**config.mk**
```make
export PLATFORM = sky130hd
export DESIGN_NAME = eq_share_ctrl
export DESIGN_NICKNAME = d
export VERILOG_FILES = /design/src/rtl/eq_share_ctrl.sv
export SDC_FILE = /design/constraint.sdc
export NUM_CORES = 1
export LEC_CHECK = 0
export ABC_AREA = 0
export CAP_MARGIN = 30
export CORE_MARGIN = 2
export CORE_UTILIZATION = 48
export CTS_CLUSTER_DIAMETER = 50
export DETAILED_ROUTE_END_ITERATION = 10
export PLACE_DENSITY = 0.85
export SLEW_MARGIN = 20
export SYNTH_ARGS = -nofsm -noshare
export SYNTH_HDL_FRONTEND = slang
export SYNTH_SLANG_ARGS = --single-unit
```
**constraint.sdc**
```tcl
create_clock -name CLK -period 5.15 [get_ports CLK]
set_clock_uncertainty 0.15 [all_clocks]
set_input_delay 0.515 -clock CLK [delete_from_list [all_inputs] [get_ports CLK]]
set_output_delay 0.515 -clock CLK [all_outputs]
set_load 0.03 [all_outputs]
```
**src/rtl/eq_share_ctrl.sv**
```systemverilog
// Round-robin sequencer that time-shares one external CHUNK-bit carry-chained
// equality slice among NREQ requesters, comparing LSB chunk first with early out.
module eq_share_ctrl #(
   parameter  int WIDTH  = 32,
   parameter  int CHUNK  = 2,
   parameter  int NREQ   = 2,
   localparam int IDW    = (NREQ > 2) ? $clog2(NREQ) : 1,
   localparam int NCHUNK = WIDTH / CHUNK
) (
   input  logic                  CLK,
   input  logic                  ASYNCRESETN,
   input  logic [NREQ-1:0]       REQ_VALID,
   output logic [NREQ-1:0]       REQ_READY,
   input  logic [NREQ*WIDTH-1:0] REQ_A,
   input  logic [NREQ*WIDTH-1:0] REQ_B,
   output logic                  RSP_VALID,
   input  logic                  RSP_READY,
   output logic                  RSP_EQ,
   output logic [IDW-1:0]        RSP_ID,
   output logic                  BUSY,
   output logic [CHUNK-1:0]      EQ_I0,
   output logic [CHUNK-1:0]      EQ_I1,
   output logic                  EQ_CI,
   input  logic                  EQ_O
);

   // state | meaning
   // IDLE  | waiting for a request; round-robin grant is offered combinationally
   // CMP   | one chunk per cycle through the shared slice, acc carries running equality
   // RSP   | result held on RSP_EQ/RSP_ID until RSP_READY
   typedef enum logic [1:0] {IDLE, CMP, RSP} state_t;

   localparam int IW = (NCHUNK > 1) ? $clog2(NCHUNK) : 1;

   state_t           state;
   logic [IDW-1:0]   last_grant;
   logic [IW-1:0]    idx;
   logic             acc;
   logic [WIDTH-1:0] a_q;
   logic [WIDTH-1:0] b_q;
   logic             rsp_eq_q;
   logic [IDW-1:0]   rsp_id_q;

   logic             grant_found;
   logic [IDW-1:0]   grant_id;

   // Search starts one past the last winner so every requester gets a turn.
   always_comb begin
      grant_found = 1'b0;
      grant_id    = '0;
      for (int i = 1; i <= NREQ; i++) begin
         int cand;
         cand = int'(last_grant) + i;
         if (cand >= NREQ) cand = cand - NREQ;
         if (!grant_found && REQ_VALID[cand]) begin
            grant_found = 1'b1;
            grant_id    = IDW'(cand);
         end
      end
   end

   // Gated by reset so no accept strobe is seen while the block is held cleared.
   assign REQ_READY = (ASYNCRESETN && state == IDLE && grant_found)
                      ? (NREQ'(1) << grant_id) : '0;

   assign RSP_VALID = (state == RSP);
   assign RSP_EQ    = rsp_eq_q;
   assign RSP_ID    = rsp_id_q;
   assign BUSY      = (state != IDLE);

   always_comb begin
      EQ_I0 = '0;
      EQ_I1 = '0;
      EQ_CI = 1'b0;
      if (state == CMP) begin
         EQ_I0 = a_q[int'(idx)*CHUNK +: CHUNK];
         EQ_I1 = b_q[int'(idx)*CHUNK +: CHUNK];
         EQ_CI = acc;
      end
   end

   always_ff @(posedge CLK or negedge ASYNCRESETN) begin
      if (!ASYNCRESETN) begin
         state      <= IDLE;
         last_grant <= IDW'(NREQ - 1);
         idx        <= '0;
         acc        <= 1'b0;
         a_q        <= '0;
         b_q        <= '0;
         rsp_eq_q   <= 1'b0;
         rsp_id_q   <= '0;
      end else begin
         case (state)
            IDLE: begin
               if (grant_found) begin
                  a_q        <= REQ_A[int'(grant_id)*WIDTH +: WIDTH];
                  b_q        <= REQ_B[int'(grant_id)*WIDTH +: WIDTH];
                  rsp_id_q   <= grant_id;
                  last_grant <= grant_id;
                  idx        <= '0;
                  acc        <= 1'b1;
                  state      <= CMP;
               end
            end
            CMP: begin
               acc <= EQ_O;
               if (!EQ_O) begin
                  rsp_eq_q <= 1'b0;
                  state    <= RSP;
               end else if (idx == IW'(NCHUNK - 1)) begin
                  rsp_eq_q <= 1'b1;
                  state    <= RSP;
               end else begin
                  idx <= idx + 1'b1;
               end
            end
            RSP: begin
               if (RSP_READY) state <= IDLE;
            end
            default: state <= IDLE;
         endcase
      end
   end

endmodule

```
==> results.yml, run 1 <==
power:
  switching_share: 0.377
  power_density_nw_per_um2: 453
  power.leakage_nw: 2.44
  p_comb_frac: 0.426
  ir_drop_uv: 225
  p_sw_uw: 973
  p_int_mw: 1.61
  clockPowerShare: 0.171
  seq_power_share: 0.404
logic_synthesis:
  avgSynthCellArea_um2: 10.5
  synth-async-reset-ratio: 1.00
  synth_fp_nets: 511
  netlist_instances: 376
  synth_top_area_frac: 0.461
  synth_edf_count: 0
  yosysSeqAreaShare: 0.468
  synth.largest_area_cell: "dfrtp_1"
  ys_ff_latch: 74
  synthTopCellsByArea: "dfrtp_1 46%, mux2i_1 18%, o21ai_0 8.5%, nand2_1 6.9%, mux4_1 6.6%"
  syn_area_um2: 3960
  yosys_warnings: 0
  yosys.cell_types.count: 34
  yosys_most_used_dff: "dfrtp_1"
setup_path:
  endpoint_kind: "primary output"
  critPathKind: "reg2out"
  path_max_fanout: 15
  max_stage_delay_ns: 0.68
  arrival_ns: 2.92
  startpoint: "idx[0]"
  crit_slowest_cell: "dfrtp_1"
  timing.rr.start: "idx[0]"
  path_cells: "buf_16 -> mux4_1 -> mux2_2 -> a22o_1 -> clkdlybuf4s50_1"
  startpoint_type: "flip-flop"
  r2r_slack_ns: 2.94
  worstPathRequired_ns: 4.49
place:
  post-place-ws_ns: 1.68
  gp_congestion: 0.850
  numPortBuffers: 144
  dp_hpwl_um: 7380
finish:
  layout-drive-gt1-share: 0.0563
  areaGrowthSynthToFinish_pct: 44.1
  diodes: 0
  n_fill_cell: 637
  final_util: 0.705
  nets: 645
drt:
  vias_per_cell: 5.51
  routedWlPerCell_um: 16.2
  drc: 0
  totalWireLength_um: 10000
  drt_iter0_markers: 182
  ant_nets: 0
  dr.pass1.iters: 5
  via_count: 3416
clocking:
  cts.sinks: 74
  cts-root-buf: "clkbuf_8"
  cts.clk_slew.worst_paths_ns: 0.07
  cts_tree: "yes"
  ctsHoldBuffers: 0
  clk_latency_ns: 0.35
  postCtsSetupBuffers: 0
  htreeDepth: 3
  cts_made_buffers: 9
  cts_resized: 0
  cts_max_path_buffers: 2
sta:
  setup_viol: 0
  drv_slew: 0
  period_minus_slack_ns: 3.58
  fin_tns_setup_ns: 0
  timing.hold.ws_ns: 0.330
  tightest_slew_ns: 0.641
  fin_ws_ns: 1.57
  max_freq_ghz: 0.279
  fin_crit_sh: 0.695
  relSlewSlack: 0.573
  rsz0062_at_grt: "false"
  finalHoldViolations: 0
floorplan:
  chipWidth_um: 94.8
  boundaryPins: 145
  start_util: 0.489
  dieArea_um2: 8990
  coreArea_um2: 8090
  fp.dieH_um: 94.8
  row_count: 33
global_route:
  gr-usage-all-layers: 0.221
  grt_overflow: 0
  antenna_found_initial: 0
  grt_pass1_vias: 3352
  grt_first_pass_wirelength_um: 15200
  grt_max_degree: 134
status:
  status: "finished clean"
worst_hold_path:
  hold_class: "reg2reg"
  min_from: "a_q[28]"
flow_run:
  cap_violations: 0
[logic make-up after synthesis]
family	count (synthesis)	synth area share
multiplexers	85	0.267
flip-flops	74	0.468
buffers and inverters	29	0.0376
AND/OR/NAND/NOR	103	0.108
AO/OA/AOI/OAI	83	0.114
XOR/XNOR	1	0.00221
adder cells (fa/ha/maj)	1	0.00316
[through the flow]
stage	instance area, um2	total power, mW	instances
floorplan	3960	1.74	376
global placement	5450	2.05	601
detailed placement	5450	2.12	601
CTS	5640	2.56	617
global route	5710	2.75	620
finish	5710	2.58	620
[final timing paths]
check,endpoint,depth (start not counted)
max,EQ_I0[0],5
max in group asynchronous,a_q[21],3
min reg2reg,a_q[28],2
max reg2reg,idx[3],5
min,a_q[28],2
min in group asynchronous,b_q[8],2
[per-layer routing]
layer / GRT usage / up-vias / part of all wire
met5: 0 / - / 0
met4: 0.0568 / 0 / 0.016
met3: 0.0678 / 21 / 0.081
met2: 0.402 / 169 / 0.54
met1: 0.251 / 1602 / 0.36
li1: - / 1624 / -
[cells in the mapped netlist (2+ instances only)]
library cell / n
nand4_1: 4
and2_1: 2
a21oi_1: 3
dfrtp_1: 73
nor2_1: 10
mux2i_1: 70
clkbuf_1: 9
a22o_1: 3
o21ai_0: 67
o211ai_1: 3
mux4_2: 3
buf_2: 11
nand3_1: 8
inv_1: 2
nor2b_1: 2
a32oi_1: 3
nand2_1: 73
buf_4: 5
mux4_1: 10
[worst max-delay path: cells and delay by family, from the launching register on]
family / cells / cell delay [ns]
compound gates: 1 / 0.21
buf+inv: 2 / 0.82
flops: 1 / 0.68
mux: 2 / 0.85
[cells in the final DEF, fill, tap and decap left out, types with 2 or more instances in the layout]
master / instances
nor2_1: 10
clkinv_4: 2
dfrtp_1: 73
inv_1: 2
buf_4: 3
mux4_2: 3
nand3_1: 8
clkdlybuf4s50_1: 143
and2_1: 2
buf_16: 2
clkinvlp_4: 2
a22o_1: 3
nand2_1: 73
a32oi_1: 3
mux2i_1: 70
nor2b_1: 2
a21oi_1: 3
o211ai_1: 3
o21ai_0: 67
clkbuf_8: 9
mux4_1: 10
nand4_1: 4
[power groups by stage]
stage	Sequential [mW]	Combinational, mW	Clock (mW)
5_1_grt	1.07	1.21	0.469
3_5_place_dp	1.06	1.06	0
6_report	1.04	1.10	0.441
3_3_place_gp	1.05	1.00	0
2_1_floorplan	0.967	0.771	0
4_1_cts	1.05	1.06	0.444
[final cells by class]
cell class / instances / area [um2] / area share
sequential: 74 / 1850 / 0.325
clock buffer: 10 / 128 / 0.0224
timing repair buffer: 150 / 1540 / 0.270
tap: 105 / 131 / 0.0230
clock inverter: 6 / 67.6 / 0.0118
multi-input combinational: 273 / 1980 / 0.347
inverter: 2 / 7.51 / 0.00132
[state kept, by name, indices dropped and copies added, names as in the netlist]
register / flops
last_grant: 1
a_q: 32
acc: 1
RSP_EQ: 1
b_q: 32
state: 2
RSP_ID: 1
idx: 4
(Power assumes the default switching activity.)
==> run 2, diff against run 1 <==
Settings changed: CORE_UTILIZATION 48 to 45, PLACE_DENSITY 0.85 to 0.81.
Clock period 5.15 ns to 3.7 ns, I/O delays scaled along.
==> run 2 against run 1 <==
Sequential share of layout area grew 0.071 points. Sequential cell count is the same. Global-route usage shrank 1.3 points. First-iteration DRC count shrank 28%. Critical path depth is the same. Clock power grew 57%. Count of clock-buffer cells in the layout grew 1. Sequential power grew 39%. Setup slack lost 1.1 ns. Non-clock buffer count is the same. Critical endpoint is now EQ_I1[0].
==> results.yml, run 2 (synthesized netlist as in run 1, its figures left out) <==
finish:
  top_regs: "a_q: 32 flops, b_q: 32 flops, idx: 4 flops"
  design_area_um2: 5690
  n_fill_cell: 701
  mostFrequentLayoutCells: "143 x clkdlybuf4s50_1, 73 x dfrtp_1, 73 x nand2_1"
  ff_latch_area_um2: 1850
  diodes: 0
  nets: 645
  final_common_cell: "clkdlybuf4s50_1"
  areaGrowthSynthToFinish_pct: 43.8
  multiInputGateArea_um2: 1980
  layout-drive-gt1-share: 0.0563
drt:
  totalWireLength_um: 9540
  dr.pass1.iters: 6
  drc: 0
  drt_iter0_markers: 131
  via_count: 3263
  routedWlPerCell_um: 15.3
  vias_per_cell: 5.24
  ant_nets: 0
clocking:
  cts.clk_slew.worst_paths_ns: 0.08
  cts_resized: 0
  htreeDepth: 3
  clk_latency_ns: 0.35
  cts_tree: "yes"
  cts_max_path_buffers: 2
  cts_made_buffers: 9
  cts.sinks: 74
  cts-root-buf: "clkbuf_8"
worst_hold_path:
  hold_class: "in2async"
setup_path:
  worstPathRequired_ns: 3.18
  startpoint_type: "flip-flop"
  path_max_fanout: 16
  endpoint_kind: "primary output"
  arrival_ns: 2.70
  critPathKind: "reg2out"
power:
  power.leakage_nw: 2.44
  ir_drop_uv: 282
  power_density_nw_per_um2: 637
status:
  status: "finished clean"
sta:
  period_minus_slack_ns: 3.22
  setup_viol: 0
  relSlewSlack: 0.515
  drv_slew: 0
  rsz0062_at_grt: "false"
  tightest_slew_ns: 0.727
  max_freq_ghz: 0.311
  fin_tns_setup_ns: 0
  finalHoldViolations: 0
  fin_crit_sh: 0.870
global_route:
  grt_most_used_layer: "met2"
  grt_overflow: 0
  grt_pass1_vias: 3255
  use_met1: 0.234
  gr-usage-all-layers: 0.207
  met3_usage: 0.0523
  grt_max_degree: 134
  grt_first_pass_wirelength_um: 15600
  antenna_found_initial: 0
  use_met2: 0.375
floorplan:
  start_util: 0.459
  chipWidth_um: 97.8
  fp.dieH_um: 97.8
  coreArea_um2: 8640
  boundaryPins: 145
  row_count: 34
  dieArea_um2: 9570
flow_run:
  cap_violations: 0
place:
  dp_hpwl_um: 7250
  placed_area_um2: 5470
  numPortBuffers: 144
  gp_congestion: 0.878
-- run 2: cell count changes in the layout (fill, tap and decap cells not counted) --
| cell | before | now |
|---|---|---|
| buf_4 | 3 | 5 |
| bufinv_16 | 1 | 2 |
| clkinv_2 | 1 | 2 |
| clkinv_4 | 2 | 0 |
| clkinvlp_4 | 2 | 1 |
| buf_16 | 2 | 0 |
| clkbuf_8 | 9 | 10 |
-- run 2: cell type report --
class,instances,share of cell area
clock inverters,5,0.0136
inverters,2,0.00132
well taps,108,0.0237
repair buffers,150,0.263
clock buffers,11,0.0248
flip-flops and latches,74,0.325
multi-input cells,273,0.348
-- run 2: worst max-delay path: stages (launching register included) --
cell and delay, ns:
dfrtp_1 0.55, buf_4 0.32, mux4_1 0.57, a32oi_1 0.16, o211ai_1 0.11, clkdlybuf4s50_1 0.63
-- run 2: path summary, 6_finish.rpt --
| check | from | end | slack (ns) | depth (start not counted) |
|---|---|---|---|---|
| max | idx[0] | EQ_I1[0] | 0.48 | 5 |
| min | ASYNCRESETN | b_q[25] | 0.28 | 2 |
| max reg2reg | idx[0] | idx[3] | 1.55 | 6 |
| min reg2reg | a_q[13] | a_q[13] | 0.33 | 2 |
| max in group asynchronous | ASYNCRESETN | b_q[15] | 2.14 | 3 |
| min in group CLK | a_q[13] | a_q[13] | 0.33 | 2 |
-- run 2: routing by layer --
metal  vias up  part of all wire
met3        16             0.060
met5         -                 0
li1       1624                 -
met1      1512              0.38
met4         0             0.023
met2       111              0.54
-- run 2: what timing repair did --
item	4_1_cts	5_1_grt
setup buffers	0	0
endpoints found under the hold margin	15	0
hold buffers	1	0
-- run 2: report_power, final --
group	switching (mW)	internal, mW	total, mW
Clock	0.297	0.396	0.693
Sequential	0.261	1.19	1.45
Combinational	0.761	0.718	1.48
Total	1.32	2.31	3.63
-- run 2: stage by stage --
| step | cells | total power, mW | utilization | hold WS [ns] | setup WS, ns |
|---|---|---|---|---|---|
| after floorplan | 376 | 2.42 | - | -0.0756 | 1.54 |
| after global placement | 606 | 2.89 | 0.633 | 0.0922 | 0.860 |
| after detailed placement | 606 | 2.95 | 0.633 | 0.0992 | 0.863 |
| after CTS | 623 | 3.65 | 0.659 | 0.290 | 0.476 |
| after global routing | 623 | 3.88 | 0.659 | 0.302 | 0.316 |
| final | 623 | 3.63 | 0.659 | 0.278 | 0.482 |
==> run 3, diff against run 2 <==
Settings changed: GPL_TIMING_DRIVEN set to 0.
==> run 3 against run 2 <==
Critical path depth increased by 2. Sequential share of layout area decreased by 0.68 points. Wire length increased by 9.9%. Largest cell class unchanged. Register-to-register slack got worse by 0.08 ns. Highest routed layer unchanged. Sequential power decreased by 3%. Setup slack got worse by 0.084 ns. Largest power group unchanged. Power increased by 4.5%.
==> results.yml, run 3 (synthesized netlist as in run 1, its figures left out) <==
sta:
  drv_slew: 0
  period_minus_slack_ns: 3.30
  relSlewSlack: 0.540
  fin_ws_ns: 0.398
  max_freq_ghz: 0.303
  finalHoldViolations: 0
  fin_crit_sh: 0.893
  tightest_slew_ns: 0.685
  rsz0062_at_grt: "false"
  setup_viol: 0
  timing.hold.ws_ns: 0.331
place:
  post-place-ws_ns: 0.510
  dp_hpwl_um: 8100
  numPortBuffers: 144
  gp_congestion: 0.870
finish:
  areaGrowthSynthToFinish_pct: 46.9
  final_common_cell: "clkdlybuf4s50_1"
  nets: 668
  diodes: 0
  mostFrequentLayoutCells: "143 x clkdlybuf4s50_1, 73 x dfrtp_1, 73 x nand2_1"
  ff_latch_area_um2: 1850
  n_fill_cell: 657
  layout-drive-gt1-share: 0.0762
  final_util: 0.673
  top_regs: "a_q: 32 flops, b_q: 32 flops, idx: 4 flops"
  multiInputGateArea_um2: 1960
clocking:
  cts.clk_slew.worst_paths_ns: 0.08
  cts_tree: "yes"
  cts_max_path_buffers: 2
  cts.sinks: 74
  cts-root-buf: "clkbuf_8"
  clk_latency_ns: 0.34
  cts_made_buffers: 9
  htreeDepth: 3
global_route:
  grt_max_degree: 47
  grt_pass1_vias: 3601
  grt_overflow: 0
  antenna_found_initial: 0
  grt_first_pass_wirelength_um: 16900
  gr-usage-all-layers: 0.222
setup_path:
  arrival_ns: 2.78
  regToRegEndpoint: "a_q[8]"
  startpoint: "idx[2]"
  endpoint_kind: "primary output"
  worstPathRequired_ns: 3.18
  rr_worst_depth: 6
  timing.rr.start: "state[1]"
  critPathKind: "reg2out"
  startpoint_type: "flip-flop"
  cp-endpoint: "EQ_I1[0]"
  r2r_slack_ns: 1.47
  path_max_fanout: 10
floorplan:
  row_count: 34
  chipWidth_um: 97.8
  fp.dieH_um: 97.8
  boundaryPins: 145
  dieArea_um2: 9570
  coreArea_um2: 8640
  start_util: 0.459
flow_run:
  cap_violations: 0
drt:
  vias_per_cell: 5.36
  drc: 0
  via_count: 3461
  dr.pass1.iters: 4
  ant_nets: 0
  drt_iter0_markers: 120
  totalWireLength_um: 10500
  routedWlPerCell_um: 16.2
status:
  status: "finished clean"
power:
  ir_drop_uv: 310
  power_density_nw_per_um2: 651
  power.leakage_nw: 2.51
worst_hold_path:
  hold_class: "in2async"
run 3: metal layers:
metal  vias to the layer above  global-route usage  part of all wire
met4                         0              0.0780             0.024
met5                         -                   0                 0
met3                        24              0.0429             0.064
met2                       141               0.394              0.52
met1                      1628               0.271              0.39
li1                       1668                   -                 -
run 3: per-stage QoR:
step | cells | cell area [um2] | TNS, ns | power, mW
floorplan | 376 | 3960 | 0 | 2.42
global placement | 628 | 5540 | -24.23 | 2.95
detailed placement | 629 | 5550 | 0 | 3.03
CTS | 646 | 5820 | 0 | 3.80
global route | 646 | 5820 | 0 | 4.04
finish | 646 | 5820 | 0 | 3.79
run 3: area by class of cell:
| cell class | count | area share |
|---|---|---|
| multi-input combinational | 273 | 0.337 |
| sequential | 74 | 0.319 |
| timing repair buffer | 146 | 0.253 |
| clock buffer | 11 | 0.0260 |
| buffer | 27 | 0.0243 |
| tap | 108 | 0.0232 |
| clock inverter | 5 | 0.0172 |
| inverter | 2 | 0.00129 |
run 3: how the worst min path moves through the flow:
stage | startpoint | to | slack, ns
2_1_floorplan | ASYNCRESETN | RSP_EQ | -0.08
3_3_place_gp | a_q[25] | a_q[25] | 0.30
3_5_place_dp | ASYNCRESETN | b_q[10] | 0.17
4_1_cts | a_q[21] | a_q[21] | 0.33
5_1_grt | a_q[20] | a_q[20] | 0.36
6_report | ASYNCRESETN | b_q[11] | 0.33
run 3: power breakdown:
part	internal [mW]	switching (mW)	total [mW]
Combinational	0.750	0.867	1.62
Clock	0.483	0.291	0.773
Sequential	1.19	0.205	1.40
Total	2.42	1.36	3.79
run 3: worst max-delay path: stages, from the launching register on:
cell and delay, ns:
dfrtp_1 0.32, buf_2 0.22, buf_1 0.51, nor2_1 0.17, nand2_1 0.14, a32oi_1 0.11, o211ai_1 0.26, clkdlybuf4s50_1 0.72
run 3: repair_timing:
item                                   in CTS  in global routing
endpoints found under the hold margin      27                  0
hold buffers                                1                  0
gates resized for setup                     0                  0
setup buffers                               0                  0
